$ cat src/rtl/if_fetch_stage_if.sv
// Bundles the fetch stage's control, instruction-memory and IF/ID signals.
// The fetch stage connects through the master modport. The hazard unit, the
// instruction memory and the decode stage connect through the slave modport.
interface if_fetch_stage_if #(
  parameter int IM_AW = 10,
  parameter int XLEN  = 32
);
  logic             stall_i;
  logic             redirect_i;
  logic [XLEN-1:0]  redirect_pc_i;
  logic             halt_i;
  logic [XLEN-1:0]  im_data_i;
  logic             im_read_o;
  logic [IM_AW-1:0] im_addr_o;
  logic [XLEN-1:0]  if_id_pc_o;
  logic [XLEN-1:0]  if_id_inst_o;
  logic             if_id_valid_o;

  modport master (
    input  stall_i, redirect_i, redirect_pc_i, halt_i, im_data_i,
    output im_read_o, im_addr_o, if_id_pc_o, if_id_inst_o, if_id_valid_o
  );

  modport slave (
    output stall_i, redirect_i, redirect_pc_i, halt_i, im_data_i,
    input  im_read_o, im_addr_o, if_id_pc_o, if_id_inst_o, if_id_valid_o
  );
endinterface

$ cat src/rtl/if_fetch_stage.sv
// Instruction-fetch stage. It owns the PC, reads the zero-latency instruction
// memory and loads the IF/ID register. It also handles stall, redirect and halt.
// The optional macro IF_PERF_CNT_EN adds fetch and stall performance counters.
module if_fetch_stage #(
  parameter int              IM_AW    = 10,
  parameter int              XLEN     = 32,
  parameter logic [XLEN-1:0] RESET_PC = '0
) (
  input logic               clk,
  input logic               rst,
  if_fetch_stage_if.master  bus
`ifdef IF_PERF_CNT_EN
  ,
  output logic [31:0]       perf_fetch_cnt_o,
  output logic [31:0]       perf_stall_cnt_o
`endif
);

  typedef enum logic [1:0] {BOOT, RUN, HALT} state_t;

  localparam logic [XLEN-1:0] PC_STEP    = XLEN'(4);
  localparam logic [XLEN-1:0] ALIGN_MASK = ~XLEN'(3);

  state_t          state_reg, state_next;
  logic [XLEN-1:0] pc_reg, pc_next;
  logic [XLEN-1:0] if_id_pc_reg, if_id_pc_next;
  logic [XLEN-1:0] if_id_inst_reg, if_id_inst_next;
  logic            if_id_valid_reg, if_id_valid_next;
  logic            capture;
  logic            im_read;

  // State, PC and IF/ID register update. A reset overrides any stall or halt.
  always_ff @(posedge clk) begin
    if (rst) begin
      state_reg       <= BOOT;
      pc_reg          <= RESET_PC;
      if_id_pc_reg    <= '0;
      if_id_inst_reg  <= '0;
      if_id_valid_reg <= 1'b0;
    end else begin
      state_reg       <= state_next;
      pc_reg          <= pc_next;
      if_id_pc_reg    <= if_id_pc_next;
      if_id_inst_reg  <= if_id_inst_next;
      if_id_valid_reg <= if_id_valid_next;
    end
  end

  // Next-state logic. The priority is redirect, then halt, then stall, then a
  // normal fetch. BOOT spends one idle cycle while the memory's reset-zero
  // output clears.
  always_comb begin
    state_next       = state_reg;
    pc_next          = pc_reg;
    if_id_pc_next    = if_id_pc_reg;
    if_id_inst_next  = if_id_inst_reg;
    if_id_valid_next = if_id_valid_reg;
    capture          = 1'b0;
    im_read          = 1'b0;
    case (state_reg)
      BOOT: begin
        im_read          = 1'b1;
        if_id_valid_next = 1'b0;
        state_next       = RUN;
      end
      RUN: begin
        im_read = ~bus.stall_i;
        if (bus.redirect_i) begin
          pc_next          = bus.redirect_pc_i & ALIGN_MASK;
          if_id_valid_next = 1'b0;
          if_id_inst_next  = '0;
        end else if (bus.halt_i) begin
          capture    = ~bus.stall_i;
          state_next = HALT;
        end else if (!bus.stall_i) begin
          capture = 1'b1;
          pc_next = pc_reg + PC_STEP;
        end
      end
      HALT: begin
        if_id_valid_next = 1'b0;
        if (bus.redirect_i) begin
          pc_next         = bus.redirect_pc_i & ALIGN_MASK;
          if_id_inst_next = '0;
          state_next      = RUN;
        end
      end
      default: state_next = BOOT;
    endcase
    if (capture) begin
      if_id_pc_next    = pc_reg;
      if_id_inst_next  = bus.im_data_i;
      if_id_valid_next = 1'b1;
    end
  end

  assign bus.im_read_o     = im_read & ~rst;
  assign bus.im_addr_o     = pc_reg[IM_AW+1:2];
  assign bus.if_id_pc_o    = if_id_pc_reg;
  assign bus.if_id_inst_o  = if_id_inst_reg;
  assign bus.if_id_valid_o = if_id_valid_reg;

`ifdef IF_PERF_CNT_EN
  logic [31:0] perf_fetch_reg, perf_stall_reg;

  // Count IF/ID loads and RUN stall cycles. Both counters wrap at 2**32.
  always_ff @(posedge clk) begin
    if (rst) begin
      perf_fetch_reg <= '0;
      perf_stall_reg <= '0;
    end else begin
      if (capture)
        perf_fetch_reg <= perf_fetch_reg + 32'd1;
      if (state_reg == RUN && bus.stall_i && !bus.redirect_i)
        perf_stall_reg <= perf_stall_reg + 32'd1;
    end
  end

  assign perf_fetch_cnt_o = perf_fetch_reg;
  assign perf_stall_cnt_o = perf_stall_reg;
`endif

endmodule

$ cat src/flat_wrapper.sv
// flat-port wrapper written by rule: the top's interface ports become plain ports
module if_fetch_stage_flat 
#(
  parameter int              IM_AW    = 10,
  parameter int              XLEN     = 32,
  parameter logic [XLEN-1:0] RESET_PC = '0
)
  (clk, rst, bus_stall_i, bus_redirect_i, bus_redirect_pc_i, bus_halt_i, bus_im_data_i, bus_im_read_o, bus_im_addr_o, bus_if_id_pc_o, bus_if_id_inst_o, bus_if_id_valid_o);
  if_fetch_stage_if #(.IM_AW(IM_AW), .XLEN(XLEN)) bus_i ();
  input logic clk;
  input logic rst;
  input wire logic [$bits(bus_i.stall_i)-1:0] bus_stall_i;
  input wire logic [$bits(bus_i.redirect_i)-1:0] bus_redirect_i;
  input wire logic [$bits(bus_i.redirect_pc_i)-1:0] bus_redirect_pc_i;
  input wire logic [$bits(bus_i.halt_i)-1:0] bus_halt_i;
  input wire logic [$bits(bus_i.im_data_i)-1:0] bus_im_data_i;
  output wire logic [$bits(bus_i.im_read_o)-1:0] bus_im_read_o;
  output wire logic [$bits(bus_i.im_addr_o)-1:0] bus_im_addr_o;
  output wire logic [$bits(bus_i.if_id_pc_o)-1:0] bus_if_id_pc_o;
  output wire logic [$bits(bus_i.if_id_inst_o)-1:0] bus_if_id_inst_o;
  output wire logic [$bits(bus_i.if_id_valid_o)-1:0] bus_if_id_valid_o;
  assign bus_i.stall_i = bus_stall_i;
  assign bus_i.redirect_i = bus_redirect_i;
  assign bus_i.redirect_pc_i = bus_redirect_pc_i;
  assign bus_i.halt_i = bus_halt_i;
  assign bus_i.im_data_i = bus_im_data_i;
  assign bus_im_read_o = bus_i.im_read_o;
  assign bus_im_addr_o = bus_i.im_addr_o;
  assign bus_if_id_pc_o = bus_i.if_id_pc_o;
  assign bus_if_id_inst_o = bus_i.if_id_inst_o;
  assign bus_if_id_valid_o = bus_i.if_id_valid_o;
  if_fetch_stage #(.IM_AW(IM_AW), .XLEN(XLEN), .RESET_PC(RESET_PC)) u_core (.clk(clk), .rst(rst), .bus(bus_i));
endmodule
$ cat config.mk
export PLATFORM = sky130hd
export DESIGN_NAME = if_fetch_stage_flat
export DESIGN_NICKNAME = d
export VERILOG_FILES = /design/src/rtl/if_fetch_stage_if.sv /design/src/rtl/if_fetch_stage.sv /design/src/flat_wrapper.sv
export SDC_FILE = /design/constraint.sdc
export NUM_CORES = 1
export LEC_CHECK = 0
export ABC_CLOCK_PERIOD_IN_PS = 2200
export CAP_MARGIN = 0
export CORE_MARGIN = 5
export CORE_UTILIZATION = 30
export CTS_CLUSTER_DIAMETER = 200
export DETAILED_ROUTE_END_ITERATION = 8
export GPL_TIMING_DRIVEN = 0
export PLACE_DENSITY = 0.54
export SETUP_SLACK_MARGIN = 0.02
export SLEW_MARGIN = 20
export SYNTH_ARGS = -nofsm -noshare
export SYNTH_HDL_FRONTEND = slang
export SYNTH_SLANG_ARGS = --single-unit
$ cat constraint.sdc
create_clock -name clk -period 2.2 [get_ports clk]
set_input_delay 0.44 -clock clk [delete_from_list [all_inputs] [get_ports clk]]
set_output_delay 0.44 -clock clk [all_outputs]
set_load 0.1 [all_outputs]
Word-level counts from Yosys, hierarchy flattened
Cells that the tools add are included.

Register bits after elaboration: 99. Input port bits: 69. Output and inout port bits: 76. Word-level logic and storage cells: 48.

Mux-type cells: 20. Equality and inequality tests: 8. $add $sub $neg: 1. Bitwise gates (word level): 3. Reductions and logical operators: 11.

Operator list (number): $mux 32 (7); $pmux 32 s2 (1); $add 32x3->32 const B (1); $mux 1 (6); $mux 2 (3); $ne 2x2->1 const B (3); $ne 3x3->1 const B (2); $pmux 2 s3 (1); $reduce_bool 2->1 (3); $pmux 1 s2 (2); $reduce_and 2->1 (2); $reduce_and 4->1 (1); $reduce_or 2->1 (2); $ne 3x2->1 const B (1); $reduce_and 3->1 (1); $reduce_bool 3->1 (1); $eq 2x1->1 const B (1); $eq 2x2->1 const B (1); $logic_not 2->1 (1); $not 1->1 (2); $and 1x1->1 (1).

Longest topological paths before layout
Depth after elaboration: 6. Depth in mapped cells: 9. Depth with buffers taken out: 6.

Worst setup path after synthesis
OpenSTA, ideal clock, no wires.

Path kind: input-to-output. Start: input rst. End: output bus_im_read_o. Required time: 1760 ps. Path slack: -543 ps. Stages: 4. Buffers on the path: 3. Arrival: 2303 ps. Path through: clkbuf_1 -> clkbuf_1 -> clkbuf_1 -> nor2_1.

Word-level cells in the longest chain between the ends: 2.

Ends and longest elaborated chain: from (decl) (RTL line flat_wrapper.sv:11) `input logic rst;`; $not 1->1 (RTL line if_fetch_stage.sv:97) `assign bus.im_read_o = im_read & ~rst;`; $and 1x1->1 (RTL line if_fetch_stage.sv:97); to (decl) (RTL line flat_wrapper.sv:17) `output wire logic [$bits(bus_i.im_read_o)-1:0] bus_im_read_o;`.

No other way between the ends.

Worst setup path after layout
Start: input bus_stall_i. End: register u_core.pc_reg[30].

Word-level cells in the longest chain between the ends: 2.

Ends and longest elaborated chain: from (decl) (RTL line flat_wrapper.sv:12) `input wire logic [$bits(bus_i.stall_i)-1:0] bus_stall_i;`; $ne 3x3->1 (no line); $reduce_and 4->1 (no line); to (signal assigned) (RTL line if_fetch_stage.sv:42) `pc_reg <= pc_next;`; to (decl) (RTL line if_fetch_stage.sv:25) `logic [XLEN-1:0] pc_reg, pc_next;`.

No other way between the ends. A chain may end at the register's enable or synchronous reset.

==> flow_metrics.py <==
metrics = {
    "yosys": {
        "synth-main-ff-cell": "dfxtp_1",
        "yosys.area.top_type_share_pct": 42.4,
        "synth_warnings": 0,
        "avgSynthCellArea_um2": 8.12,
        "yosysSeqAreaShare_pct": 42.4,
        "yosysMostFrequentCell": "dfxtp_1",
        "synth-seq-cells": 95,
        "synthArstFlopShare_pct": 0,
        "syn-instance-count": 553,
        "synth-edff-count": 0,
        "synthesis.area_um2": 4490,
        "synth_common_cells": "dfxtp_1, nand2_1, nor2_1",
        "yosys-top-cells-area": "dfxtp_1, nand2_1, a22oi_1, a21oi_1, nor2_1",
        "synth.distinct_cells": 60,
        "yosysTopAreaCell": "dfxtp_1",
    },
    "sta": {
        "drv_slew": 0,
        "clock_skew_ps": 12.9,
        "rsz0062_at_grt": "false",
        "fin_setup_tns_ps": 0,
        "hold_violations": 0,
        "timing.final.ws_setup_ps": 71.9,
        "period_minus_slack_ps": 2130,
        "max_slew.worst_pin.slew_ps": 998,
        "max_slew_margin_pct": 33.7,
        "period_share_pct": 96.7,
        "max_freq_mhz": 470,
        "hold_ws_ps": 451,
        "finalSetupViolCount": 0,
    },
    "pwr": {
        "pwr-share-comb_pct": 23.9,
        "power_frac_clock_pct": 35.5,
        "power_mw": 4.71,
        "p_int_mw": 3.08,
        "seqPwrFrac_pct": 40.7,
        "p_per_area_nw_per_um2": 724,
        "p_sw_mw": 1.62,
        "ir_drop_mv": 0.394,
        "leakagePower_nw": 2.55,
        "p_sw_share_pct": 34.5,
    },
    "grt": {
        "grt_pass1_vias": 4781,
        "grt_overflow": 0,
        "grt_pass1_wl_um": 25800,
        "antenna_found_initial": 0,
        "track_usage_pct": 18.0,
        "grt_max_degree": 19,
    },
    "critical_path": {
        "worstPathArrival_ps": 2400,
        "cp-end-kind": "register",
        "crit_required_ps": 2480,
        "critPathLaunchType": "input port",
        "crit_path_max_fanout": 10,
        "setup.worst_path.class": "input port to register",
    },
    "placement": {
        "io_buffers": 139,
        "gp_routability_congestion": 0.946,
        "pre_cts_ws_ps": -1150,
        "dp_hpwl_um": 11900,
        "placed_cell_area_um2": 6120,
        "dp_cells": 877,
    },
    "routing": {
        "drt_iter0_markers": 357,
        "routed_via_density": 5.39,
        "dr.pass1.iters": 5,
        "wl_per_cell_um": 18.1,
        "routed_wl_um": 16200,
        "drc": 0,
        "vias": 4826,
        "postRouteAntennaNets": 0,
    },
    "cts": {
        "clockRootBuffer": "clkbuf_16",
        "cts_buffers": 9,
        "insertion_delay_ps": 360,
        "cts-htree-levels": 3,
        "cts_tree": "done",
        "cts_buffer_depth": 2,
        "hold_buffers": 0,
        "cts.sinks": 95,
        "clkTransAtPathRegs_ps": 70,
    },
    "layout": {
        "finalInstanceArea_um2": 6500,
        "layout.nets": 780,
        "layout.cells.non_filler": 895,
        "n_fill_cell": 1495,
        "drive_gt1_share_pct": 13.4,
        "antenna_cells": 0,
        "largest_reg_flops": 32,
        "fin_util_pct": 44.6,
        "syn2layout_area_growth_pct": 44.9,
    },
    "floorplan": {
        "core_area_um2": 14600,
        "fp.dieArea_um2": 17500,
        "ios": 145,
        "die_y_um": 132,
        "num_rows": 44,
        "start_util_pct": 30.8,
        "die_x_um": 132,
    },
    "min_path": {
        "hp-class": "register to register",
    },
    "status": {
        "outcome": "completed",
    },
    "flow_run": {
        "cap_violations": 0,
    },
}
-- path summary, 6_finish.rpt --
check | from | end | slack (ps) | cells after the start
max | bus_stall_i | u_core.pc_reg[30] | 70 | 6
min | u_core.bus.if_id_pc_o[4] | u_core.bus.if_id_pc_o[4] | 450 | 2
max reg2reg | u_core.state_reg[0] | u_core.pc_reg[30] | 70 | 6
min reg2reg | u_core.bus.if_id_pc_o[4] | u_core.bus.if_id_pc_o[4] | 450 | 2
-- cell usage in the layout (no fill, tap or decap), types with 14 or more instances in the layout --
cell and count:
nor2_1 53, buf_4 23, o21ai_0 15, nand3_1 15
clkbuf_1 16, a22oi_1 33, a21oi_1 45, dfxtp_1 92
clkbuf_2 14, nand2_1 77, clkdlybuf4s50_1 65, dlygate4sd2_1 64
-- cell families (layout without fill, tap and decap cells) --
kind of cell               Yosys count  after routing  synth area share (%)
other                                1              2                0.0835
muxes                                4              4                 0.920
adders and majority gates            5              5                  1.39
buffers and inverters               68            225                  7.05
AOI/OAI and AO/OA                  159            159                  24.1
DFF                                 95             95                  42.4
and+or+nand+nor                    221            221                  24.1
-- critical path, stage by stage --
cell	delay [ps]
clkdlybuf4s50_1	500
o21bai_1	390
nand2_1	120
clkbuf_2	260
or4b_1	580
o211ai_1	100
-- per-layer routing --
metal,part of all wire (%),track usage [%]
met5,0,0
met4,3.1,7.75
met3,8.4,6.03
met2,45,27.4
met1,43,23.4
-- power by group through the flow --
stage,logic (mW),clock network [mW],registers (mW)
2_1_floorplan,0.548,0,2.13
3_3_place_gp,1.10,0,1.95
3_5_place_dp,1.11,0,1.95
4_1_cts,1.11,1.72,1.91
5_1_grt,1.19,1.79,1.93
6_report,1.12,1.67,1.91
-- layout make-up --
class	count	area, um^2	area share [%]
buffer	56	318	4.89
clock buffer	9	225	3.46
clock inverter	7	86.3	1.33
inverter	10	37.5	0.577
multi-input combinational	391	2350	36.2
sequential	95	1910	29.3
tap	184	230	3.54
timing repair buffer	143	1350	20.8
-- what timing repair did --
item / in CTS / in global routing
pin swaps: 1 / 0
gates resized for setup: 123 / 25
endpoints found under the setup margin: 158 / 60
buffers inserted: 2 / 2
(Power assumes the default switching activity.)
